[src/rtl/avg_threshold_detector.sv]
// Debounced hysteresis comparator on the moving-average output: alarm level, rise/fall
// pulses, per-episode peak capture and a saturating episode counter.
module avg_threshold_detector #(
    parameter int unsigned WIDTH    = 8,
    parameter int unsigned DEBOUNCE = 3,
    parameter int unsigned CNT_W    = 8
) (
    input  logic             Clk,
    input  logic             Reset,
    input  logic             enable,
    input  logic [WIDTH-1:0] Z,
    input  logic [WIDTH-1:0] th_hi,
    input  logic [WIDTH-1:0] th_lo,
    output logic             alarm,
    output logic             rise_pulse,
    output logic             fall_pulse,
    output logic [WIDTH-1:0] peak,
    output logic [CNT_W-1:0] event_count,
    output logic             cfg_err
);

    typedef enum logic [1:0] {StBelow, StRising, StAbove, StFalling} state_t;

    localparam logic [4:0] DebLast = 5'(DEBOUNCE);
    localparam bit         DebOne  = (DEBOUNCE == 1);

    state_t           state;
    logic [3:0]       deb;
    logic             hi_q;
    logic             lo_q;
    logic [4:0]       deb_next;
    logic             deb_done;
    logic [WIDTH-1:0] peak_max;
    logic [CNT_W-1:0] count_inc;

    always_comb begin
        hi_q      = (Z >= th_hi);
        lo_q      = (Z <= th_lo);
        deb_next  = {1'b0, deb} + 5'd1;
        deb_done  = (deb_next == DebLast);
        peak_max  = (Z > peak) ? Z : peak;
        count_inc = (event_count == {CNT_W{1'b1}}) ? event_count
                                                   : event_count + CNT_W'(1);
    end

    always_ff @(posedge Clk) begin
        if (Reset) begin
            state       <= StBelow;
            deb         <= 4'd0;
            alarm       <= 1'b0;
            rise_pulse  <= 1'b0;
            fall_pulse  <= 1'b0;
            peak        <= '0;
            event_count <= '0;
            cfg_err     <= 1'b0;
        end else begin
            cfg_err    <= (th_lo >= th_hi);
            rise_pulse <= 1'b0;
            fall_pulse <= 1'b0;
            if (enable) begin
                case (state)
                    StBelow, StRising: begin
                        if (hi_q && (DebOne || (state == StRising && deb_done))) begin
                            // New episode: peak restarts from the qualifying sample
                            state       <= StAbove;
                            deb         <= 4'd0;
                            alarm       <= 1'b1;
                            rise_pulse  <= 1'b1;
                            peak        <= Z;
                            event_count <= count_inc;
                        end else if (hi_q) begin
                            state <= StRising;
                            deb   <= (state == StRising) ? deb_next[3:0] : 4'd1;
                        end else begin
                            state <= StBelow;
                            deb   <= 4'd0;
                        end
                    end
                    StAbove, StFalling: begin
                        // The exit sample still counts toward the episode peak
                        peak <= peak_max;
                        if (lo_q && (DebOne || (state == StFalling && deb_done))) begin
                            state      <= StBelow;
                            deb        <= 4'd0;
                            alarm      <= 1'b0;
                            fall_pulse <= 1'b1;
                        end else if (lo_q) begin
                            state <= StFalling;
                            deb   <= (state == StFalling) ? deb_next[3:0] : 4'd1;
                        end else begin
                            state <= StAbove;
                            deb   <= 4'd0;
                        end
                    end
                    default: begin
                        state <= StBelow;
                        deb   <= 4'd0;
                    end
                endcase
            end
        end
    end

endmodule

[config.mk]
export PLATFORM = sky130hd
export DESIGN_NAME = avg_threshold_detector
export DESIGN_NICKNAME = d
export VERILOG_FILES = /design/src/rtl/avg_threshold_detector.sv
export SDC_FILE = /design/constraint.sdc
export NUM_CORES = 1
export LEC_CHECK = 0
export ABC_CLOCK_PERIOD_IN_PS = 2300
export BUFFER_PORTS_ARGS = -buffer_cell sky130_fd_sc_hd__buf_2
export CORE_UTILIZATION = 54
export CTS_CLUSTER_DIAMETER = 120
export DETAILED_ROUTE_END_ITERATION = 8
export GPL_TIMING_DRIVEN = 0
export PLACE_DENSITY = 0.76
export SKIP_CTS_REPAIR_TIMING = 1
export SLEW_MARGIN = 20
export SYNTH_ARGS = -nofsm -noshare
export SYNTH_HDL_FRONTEND = slang
export SYNTH_SLANG_ARGS = --single-unit
[constraint.sdc]
create_clock -name Clk -period 2.3 [get_ports Clk]
set_clock_uncertainty 0.05 [all_clocks]
set_input_delay 0.115 -clock Clk [delete_from_list [all_inputs] [get_ports Clk]]
set_output_delay 0.115 -clock Clk [all_outputs]
set_load 0.05 [all_outputs]
==> metrics.yaml, run 1 <==
pwr:
  power.density_nw_per_um2: 430
  switchingPower_uw: 259
  power_frac_comb_pct: 18.8
  swShare_pct: 25.1
  p_seq_share_pct: 44.4
  peakVddDrop_v: 0.000272
  p_leak_nw: 1.16
  p_int_uw: 773
  clkPwrFrac_pct: 36.8
  power_mw: 1.03
drt:
  wl_per_cell_um: 11.9
  drc: 0
  drtIter0Drc: 73
  avgViaCountPerCell: 5.41
  routed.top_layer: "met4"
  m1WireLength_mm: 2.07
  wl_met2_mm: 1.80
  wl_met3_um: 157
  firstDrtPassIters: 4
  wl_mm: 4.07
  detail-route-antenna-nets: 0
  vias: 1844
global_route:
  gr-total-overflow: 0
  grt.total_usage_pct: 21.8
  grt_max_degree: 16
  grt_pass1_vias: 1680
  antenna_found_initial: 0
  grt_pass1_wl_mm: 7.08
place:
  hpwlAfterDp_mm: 3.40
  portBuffers: 46
  dpl_worst_slack_ns: -0.0967
  gp_congestion: 0.809
  dpl_cell_area_um2: 2320
worst_setup_path:
  rrSetupSlack_ns: 0.16
  cp-end-kind: "register"
  cp.required_ns: 2.46
  worst-path-max-fanout: 8
  crit_arrival_ns: 2.30
  reg2reg_depth: 9
  critPathKind: "register to register"
  startpoint_type: "register"
die:
  die_w_um: 63.4
  row_count: 21
  die_y_um: 63.4
  die-area_um2: 4020
  io_pins: 47
  initial_core_util_pct: 58.7
  core_um2: 3470
clock_network:
  cts.clk_slew.worst_paths_ns: 0.10
  cts_tree: "built"
  root_buffer: "clkbuf_8"
  htreeDepth: 1
  clkSinkCount: 26
  cts_buffer_depth: 2
  cts_buffers: 3
  clock_latency_ns: 0.28
logic_synthesis:
  yosysUniqueCellTypes: 47
  syn_inst: 245
  async_flop_share_pct: 0
  ys_top_cells_by_area: "dfxtp_1, ha_1, nand2b_1"
  synth.avg_cell_area_um2: 8.31
  synth-edff-count: 0
  syn_area_um2: 2040
  yosys.area.top_type_share_pct: 25.6
  synth_warnings: 0
  yosysSeqAreaShare_pct: 25.6
  synth.net_count: 307
  ys_seq_elements: 26
  synth_ff_type: "dfxtp_1"
  yosysTopAreaCell: "dfxtp_1"
layout:
  final_util_pct: 69.2
  finalInstanceArea_um2: 2400
  area_growth_pct: 17.8
  drive_gt1_share_pct: 21.4
  insertedDiodeCount: 0
  final_net_count: 358
hold_path:
  min-delay-path-class: "input port to register"
  min_path_cells: 3
status:
  run_status: "complete, no violations"
timing:
  clock.fmax_mhz: 466
  max_slew_margin_pct: 58.0
  finalCritPeriodShare_pct: 93.2
  hold_violations: 0
  setup_violations: 0
  timing.final.ws_setup_ns: 0.156
  layout_min_cycle_time_ns: 2.14
  worst_pin_slew_ns: 0.620
  slew_violations: 0
  rsz0062_at_grt: "false"
flow_run:
  maxCapViolCount: 0
==> metal layers <==
layer | track usage [%] | up-vias
li1 | - | 983
met1 | 28.4 | 821
met2 | 36.7 | 36
met3 | 4.35 | 4
met4 | 5.11 | 0
met5 | 0 | -
==> cells by family after synthesis <==
kind of cell,Yosys count,synth area share (%)
AO/OA/AOI/OAI,53,17.4
XOR/XNOR,1,0.430
adder cells (fa/ha/maj),35,21.5
buffers and inverters,33,6.51
flip-flops,26,25.6
multiplexers,9,4.43
AND/OR/NAND/NOR,88,24.2
==> power groups by stage <==
stage | Combinational (mW) | Sequential (mW) | Clock, mW
5_1_grt | 0.225 | 0.459 | 0.409
4_1_cts | 0.196 | 0.458 | 0.385
6_report | 0.194 | 0.458 | 0.379
3_5_place_dp | 0.195 | 0.469 | 0
2_1_floorplan | 0.125 | 0.473 | 0
3_3_place_gp | 0.192 | 0.468 | 0
==> layout by cell type (no fill, tap or decap), drive strengths merged, types with 10 or more instances in the layout <==
cell,instances
nand2,14
a21oi,20
nand2b,18
ha,35
dfxtp,26
inv,28
buf,47
nand3,10
nor2,11
==> cell type report <==
type                            instances  area [µm²]
Buffer                                  5        30.0
Clock buffer                            3        41.3
Clock inverter                          1        30.0
Fill cell                             319        1070
Inverter                               28         105
Multi-Input combinational cell        186        1380
Sequential cell                        26         522
Tap cell                               46        57.6
Timing Repair Buffer                   46         230
==> sequential cells by signal, summed over array words and instances (netlist names) <==
| register | count |
|---|---|
| deb | 4 |
| cfg_err | 1 |
| fall_pulse | 1 |
| rise_pulse | 1 |
| peak | 8 |
| alarm | 1 |
| state | 2 |
| event_count | 8 |
==> cell usage after synthesis, types with 2 or more instances <==
| library cell | instances |
|---|---|
| dfxtp_1 | 26 |
| nor3_1 | 4 |
| a21oi_1 | 20 |
| a2111oi_0 | 3 |
| ha_1 | 35 |
| o31ai_1 | 2 |
| and2_1 | 3 |
| or3_1 | 2 |
| o21ai_0 | 8 |
| nand2_1 | 14 |
| clkbuf_1 | 3 |
| a211oi_1 | 3 |
| o211ai_1 | 3 |
| a21o_1 | 3 |
| nor2b_1 | 8 |
| nand4_1 | 6 |
| nand3_1 | 9 |
| mux2i_1 | 9 |
| nor4_1 | 2 |
| inv_1 | 27 |
| nand2b_1 | 18 |
| or3_2 | 2 |
| nor2_1 | 11 |
==> stage by stage <==
| stage | setup TNS [ns] | hold slack, ns | cells |
|---|---|---|---|
| after floorplan | 0 | 0.210 | 245 |
| after global placement | -0.352 | 0.345 | 337 |
| after detailed placement | -0.633 | 0.347 | 337 |
| after CTS | 0 | 0.0480 | 341 |
| after global routing | 0 | 0.0515 | 341 |
| final | 0 | 0.0448 | 341 |
==> final timing paths <==
path	from	end
max	peak[1]	peak[7]
min	Z[0]	peak[0]
max reg2reg	peak[1]	peak[7]
min reg2reg	peak[1]	peak[1]
==> critical path: stages, from the launching register on <==
cell and delay [ns]:
dfxtp_2 0.35, inv_1 0.04, ha_1 0.27, nor2b_1 0.13, o211ai_1 0.15, a21oi_1 0.08
a2111oi_0 0.37, o31a_1 0.19, clkbuf_4 0.22, mux2i_1 0.22
No activity file was read; power rests on OpenSTA's default activity.
==> inputs of run 2 (changes only) <==
--- a/config.mk
+++ b/config.mk
@@ -5,13 +5,14 @@
 export SDC_FILE = /design/constraint.sdc
 export NUM_CORES = 1
 export LEC_CHECK = 0
+export ABC_AREA = 1
 export ABC_CLOCK_PERIOD_IN_PS = 2300
 export BUFFER_PORTS_ARGS = -buffer_cell sky130_fd_sc_hd__buf_2
-export CORE_UTILIZATION = 54
+export CORE_UTILIZATION = 55
 export CTS_CLUSTER_DIAMETER = 120
 export DETAILED_ROUTE_END_ITERATION = 8
 export GPL_TIMING_DRIVEN = 0
-export PLACE_DENSITY = 0.76
+export PLACE_DENSITY = 0.77
 export SKIP_CTS_REPAIR_TIMING = 1
 export SLEW_MARGIN = 20
 export SYNTH_ARGS = -nofsm -noshare
==> run 2 against run 1 <==
Net effect: die area up 4.7%; cell count up 21%; wire length is 12% higher; highest routed layer unchanged; global-route usage is 0.94 points higher; flip-flop and latch count is the same; core utilization is 1.2 points lower; critical endpoint is now event_count[1]; clock-buffer cell count did not move; cell area increased by 5.3%.
==> metrics.yaml, run 2 <==
logic_synthesis:
  synth.avg_cell_area_um2: 6.90  # -17%
  yosys.cell_count.top_type: "nand2_1"
  synth_ff_type: "dfxtp_1"
  ys_top_cells_by_area: "dfxtp_1, ha_1, nand2_1"
  syn_inst: 315  # +29%
  yosys.area.top_type_share_pct: 23.9  # -1.6 points
  synth_warnings: 0  # unchanged
  synth_commonest_cells: "nand2_1, inv_1, ha_1"
  ys_seq_elements: 26  # unchanged
  async_flop_share_pct: 0  # unchanged
  syn_area_um2: 2170  # +6.8%
  yosysUniqueCellTypes: 30  # -36%
  synth.net_count: 377  # +23%
  synth-edff-count: 0  # unchanged
  yosysSeqAreaShare_pct: 23.9  # -1.6 points
  yosysTopAreaCell: "dfxtp_1"
clock_network:
  cts_buffers: 3  # unchanged
  clock_latency_ns: 0.28  # about the same
  cts.clk_slew.worst_paths_ns: 0.10  # about the same
  root_buffer: "clkbuf_8"
  cts_tree: "built"
  htreeDepth: 1  # unchanged
  cts_buffer_depth: 2  # unchanged
  clkSinkCount: 26  # unchanged
die:
  initial_core_util_pct: 58.5  # -0.21 points
  core_um2: 3720  # +7.1%
  die_y_um: 64.9  # +2.3%
  die-area_um2: 4210  # +4.7%
  row_count: 22  # +4.8%
  die_w_um: 64.9  # +2.3%
  io_pins: 47  # unchanged
timing:
  slew_violations: 0  # unchanged
  layout_min_cycle_time_ns: 1.93  # -0.212 ns
  hold_ws_ns: 0.0331  # -0.0116 ns
  tns_ns: 0  # unchanged
  max_slew_margin_pct: 66.9  # +8.9 points
  clock.fmax_mhz: 518  # +11%
  worst_pin_slew_ns: 0.496  # -0.124 ns
  hold_violations: 0  # unchanged
  rsz0062_at_grt: "false"
  finalCritPeriodShare_pct: 84.0  # -9.2 points
  setup_violations: 0  # unchanged
layout:
  insertedDiodeCount: 0  # unchanged
  reg_top3: "event_count x8, peak x8, deb x4"
  final_common_cell: "nand2_1"
  final_net_count: 426  # +19%
  final_util_pct: 67.9  # -1.2 points
  fillCellCount: 355  # +11%
  drive_gt1_share_pct: 19.0  # -2.3 points
  area_growth_pct: 16.2
  final_cell_mix: "nand2_1, inv_1, buf_2, ha_1, nand3_1"
drt:
  routed.top_layer: "met4"
  m1WireLength_mm: 2.35  # +14%
  wl_mm: 4.55  # +12%
  detail-route-antenna-nets: 0  # unchanged
  drc: 0  # unchanged
  wl_met2_mm: 2.05  # +14%
  firstDrtPassIters: 4  # unchanged
  avgViaCountPerCell: 5.07  # -6.3%
  wl_met3_um: 118  # -25%
  vias: 2083  # +13%
  drtIter0Drc: 103  # +41%
  wl_per_cell_um: 11.1  # -7.3%
worst_setup_path:
  critPathKind: "register to register"
  cp-end-kind: "register"
  crit_arrival_ns: 2.04  # -0.26 ns
  worst-path-max-fanout: 9  # +1
  worstPathCellList: "ha_1 -> xnor2_1 -> nand3_2 -> nor2_4 -> inv_2 -> a21oi_4 -> nand2_2 -> nand2_1 -> a21oi_1"
  startpoint_type: "register"
  slowest_stage: "dfxtp_1"
  cpPeakStageDelay_ns: 0.36  # about the same
  cp.required_ns: 2.41  # -0.05 ns
global_route:
  grt_pass1_vias: 1805  # +7.4%
  antenna_found_initial: 0  # unchanged
  grt_pass1_wl_mm: 7.61  # +7.5%
  grt_max_degree: 16  # unchanged
  gr-total-overflow: 0  # unchanged
  grt.total_usage_pct: 22.8  # +0.94 points
place:
  hpwlAfterDp_mm: 3.67  # +8.1%
  gp_congestion: 0.778  # -3.8%
  portBuffers: 44  # -4.3%
flow_run:
  maxCapViolCount: 0  # unchanged
pwr:
  peakVddDrop_v: 0.000448  # +65%
  power.density_nw_per_um2: 412  # -4.1%
  p_leak_nw: 1.35  # +17%
status:
  run_status: "complete, no violations"
hold_path:
  min-delay-path-class: "input port to register"
==> run 2: cell count changes after synthesis, moves of 6 or more <==
cell	previous run	this run
a21oi_1	20	27
a21oi_2	0	6
inv_1	27	58
mux2i_1	9	0
nand2_1	14	72
nand2b_1	18	0
nand3_1	9	30
nor2_1	11	22
nor2b_1	8	0
o21ai_0	8	2
==> run 2: worst max-delay path: cells and delay by family, from the launching register on <==
| kind | cells | cell delay, ns |
|---|---|---|
| AO/OA/AOI/OAI | 2 | 0.31 |
| flip-flops | 1 | 0.36 |
| buffers and inverters | 1 | 0.07 |
| adder cells (fa/ha/maj) | 1 | 0.23 |
| AND/OR/NAND/NOR | 4 | 0.60 |
| XOR/XNOR | 1 | 0.22 |
==> run 2: cell families (layout without fill, tap and decap cells) <==
kind of cell             Yosys count  count (layout)  share of synthesized area (%)
flip-flops                        26              26                           23.9
buffers and inverters             66             114                           13.0
AO/OA/AOI/OAI                     40              40                           11.3
XOR/XNOR                           7               7                           2.82
AND/OR/NAND/NOR                  141             141                           28.8
adder cells (fa/ha/maj)           35              35                           20.1
==> run 2: where the power goes <==
group / switching (mW) / internal [mW] / leakage, nW / total [mW]
registers: 0.00325 / 0.454 / 0.210 / 0.458
clock network: 0.150 / 0.233 / 0.0357 / 0.383
logic: 0.123 / 0.0779 / 1.11 / 0.201
total: 0.276 / 0.765 / 1.35 / 1.04
==> run 2: worst paths after layout <==
path | start | endpoint | slack (ns) | depth (start not counted)
worst max-delay path | deb[0] | event_count[1] | 0.37 | 9
worst min-delay path | Reset | deb[2] | 0.03 | 2
worst min register to register | deb[3] | deb[3] | 0.42 | 2
worst max register to register | deb[0] | event_count[1] | 0.37 | 9
==> run 2: final cells by class <==
type | count | area, µm² | share of cell area, %
Buffer | 7 | 61.3 | 2.43
Timing Repair Buffer | 44 | 220 | 8.72
Sequential cell | 26 | 520 | 20.6
Multi-Input combinational cell | 223 | 1370 | 54.3
Inverter | 59 | 221 | 8.77
Tap cell | 48 | 60.1 | 2.38
Clock inverter | 1 | 30.0 | 1.19
Clock buffer | 3 | 41.3 | 1.64
==> run 2: metrics by stage <==
stage / std cells / power (mW) / area, µm² / worst slack (ns)
floorplan: 315 / 0.604 / 2170 / 0.247
CTS: 411 / 1.05 / 2520 / 0.376
detailed placement: 407 / 0.669 / 2450 / 0.395
global route: 411 / 1.10 / 2520 / 0.196
global placement: 407 / 0.661 / 2450 / 0.425
finish: 411 / 1.04 / 2520 / 0.369
==> run 2: layer usage <==
metal	global-route usage, %	up-vias
li1	-	1110
met1	31.1	936
met2	37.2	35
met3	3.70	2
met4	5.00	0
met5	0	-
==> inputs of run 3 (changes only) <==
--- a/config.mk
+++ b/config.mk
@@ -5,14 +5,14 @@
 export SDC_FILE = /design/constraint.sdc
 export NUM_CORES = 1
 export LEC_CHECK = 0
-export ABC_AREA = 1
-export ABC_CLOCK_PERIOD_IN_PS = 2300
+export ABC_AREA = 0
+export ABC_CLOCK_PERIOD_IN_PS = 1800
 export BUFFER_PORTS_ARGS = -buffer_cell sky130_fd_sc_hd__buf_2
-export CORE_UTILIZATION = 55
+export CORE_UTILIZATION = 54
 export CTS_CLUSTER_DIAMETER = 120
 export DETAILED_ROUTE_END_ITERATION = 8
 export GPL_TIMING_DRIVEN = 0
-export PLACE_DENSITY = 0.77
+export PLACE_DENSITY = 0.76
 export SKIP_CTS_REPAIR_TIMING = 1
 export SLEW_MARGIN = 20
 export SYNTH_ARGS = -nofsm -noshare
==> constraint.sdc (replaced) <==
create_clock -name Clk -period 1.8 [get_ports Clk]
set_clock_uncertainty 0.05 [all_clocks]
set_input_delay 0.09 -clock Clk [delete_from_list [all_inputs] [get_ports Clk]]
set_output_delay 0.09 -clock Clk [all_outputs]
set_load 0.05 [all_outputs]
==> run 3 against run 2 <==
Net effect: the run now ends with setup timing left; power up 34%; maximum frequency down 2.3%; hold slack worse by 0.0078 ns; clock-buffer cell count unchanged; largest cell class unchanged.
==> metrics.yaml, run 3 (synthesis results as in run 1) <==
die:
  initial_core_util_pct: 58.7  # +0.21 points
  io_pins: 47  # unchanged
  die_w_um: 63.4  # -2.3%
  die-area_um2: 4020  # -4.5%
  core_um2: 3470  # -6.7%
  die_y_um: 63.4  # -2.3%
  row_count: 21  # -4.5%
pwr:
  power_mw: 1.40  # +34%
  power.density_nw_per_um2: 514  # +25%
  p_leak_nw: 1.22  # -9.5%
  peakVddDrop_v: 0.000281  # -37%
global_route:
  grt.total_usage_pct: 24.1  # +1.3 points
  antenna_found_initial: 0  # unchanged
  grt_pass1_wl_mm: 7.82  # +2.8%
  grt_max_degree: 16  # unchanged
  gr-total-overflow: 0  # unchanged
  grt_pass1_vias: 1839  # +1.9%
place:
  gp_congestion: 0.767  # -1.4%
  hpwlAfterDp_mm: 3.57  # -2.7%
  numPlacedInstances: 337  # -17%
  portBuffers: 46  # +4.5%
drt:
  drtIter0Drc: 129  # +25%
  wl_mm: 4.91  # +7.9%
  vias: 1963  # -5.8%
  wl_per_cell_um: 14.1  # +28%
  detail-route-antenna-nets: 0  # unchanged
  firstDrtPassIters: 4  # unchanged
  drc: 0  # unchanged
  avgViaCountPerCell: 5.66  # +12%
layout:
  final_net_count: 364  # -15%
  final_common_cell: "buf_2"
  insertedDiodeCount: 0  # unchanged
  final_util_pct: 78.4  # +10 points
  final_cells: 347  # -16%
  drive_gt1_share_pct: 37.9  # +19 points
  final_cell_mix: "buf_2, ha_1, inv_1, nand2b_1, a21oi_1"
  area_growth_pct: 33.6
  reg_top3: "event_count x8, peak x8, deb x4"
status:
  violations: "setup timing"
  run_status: "finished with violations"
clock_network:
  cts_tree: "built"
  clock_latency_ns: 0.27  # about the same
  cts_buffers: 3  # unchanged
  cts_buffer_depth: 2  # unchanged
  clkSinkCount: 26  # unchanged
  cts.clk_slew.worst_paths_ns: 0.09  # about the same
  htreeDepth: 1  # unchanged
  root_buffer: "clkbuf_8"
hold_path:
  hold_end: "peak[0]"
  min_from: "Z[0]"
  min_path_cells: 3  # +1
  min-delay-path-class: "input port to register"
timing:
  rsz0062_at_grt: "true"
  max_slew_margin_pct: 64.7  # -2.3 points
  slew_violations: 0  # unchanged
  layout_min_cycle_time_ns: 1.98  # +0.0451 ns
  hold_ws_ns: 0.0253  # -0.00777 ns
  worst_pin_slew_ns: 0.530  # +0.0340 ns
  finalCritPeriodShare_pct: 110  # +26 points
  setup_violations: 12  # +12
  clock.fmax_mhz: 506  # -2.3%
  hold_violations: 0  # unchanged
  timing.final.ws_setup_ns: -0.176  # -0.545 ns
  tns_ns: -1.42  # -1.42 ns
flow_run:
  maxCapViolCount: 0  # unchanged
worst_setup_path:
  r2r-end: "peak[1]"
  startpoint_type: "register"
  rrSetupSlack_ns: -0.18  # -0.55 ns
  r2r-start: "peak[1]"
  critPathKind: "register to register"
  reg2reg_depth: 9  # unchanged
  crit_arrival_ns: 2.12  # +0.08 ns
  cp.required_ns: 1.94  # -0.47 ns
  cp-end-kind: "register"
  worst-path-max-fanout: 8  # -1
-- run 3: area by class of cell --
type                            instances  area, µm²
Buffer                                  5       33.8
Clock buffer                            3       41.3
Clock inverter                          1       30.0
Fill cell                             257        749
Inverter                               28        125
Multi-Input combinational cell        186       1600
Sequential cell                        26        551
Tap cell                               46       57.6
Timing Repair Buffer                   52        285
-- run 3: worst max-delay path, cell delays in order, from the launching register on --
cell and delay, ns:
dfxtp_4 0.36, inv_2 0.04, ha_4 0.21, nor2b_4 0.12, o211ai_1 0.20, a21oi_2 0.10
a2111oi_4 0.26, o31a_1 0.18, buf_6 0.16, mux2i_1 0.22
-- run 3: how the worst max path moves through the flow --
stage | depth (start not counted) | start | to
floorplan | 9 | peak[1] | peak[0]
global placement | 8 | Z[7] | deb[3]
detailed placement | 8 | Z[7] | deb[3]
CTS | 9 | peak[1] | peak[4]
global route | 9 | peak[1] | peak[4]
finish | 9 | peak[1] | peak[1]
-- run 3: stage by stage --
stage,setup WS [ns],area [µm²]
after floorplan,-0.174,2200
after global placement,-0.364,2490
after detailed placement,-0.369,2490
final,-0.176,2720
after global routing,-0.266,2720
after CTS,-0.285,2560
-- run 3: metal layers --
layer | vias to the layer above | share of wire [%] | global-route usage, %
li1 | 995 | - | -
met1 | 906 | 45 | 30.3
met2 | 56 | 49 | 42.6
met3 | 6 | 4.8 | 3.44
met4 | 0 | 0.94 | 5.97
met5 | - | 0 | 0
-- run 3: where the power goes --
group | switching [mW] | internal [mW]
clock | 0.194 | 0.297
sequential | 0.00585 | 0.575
combinational | 0.176 | 0.149
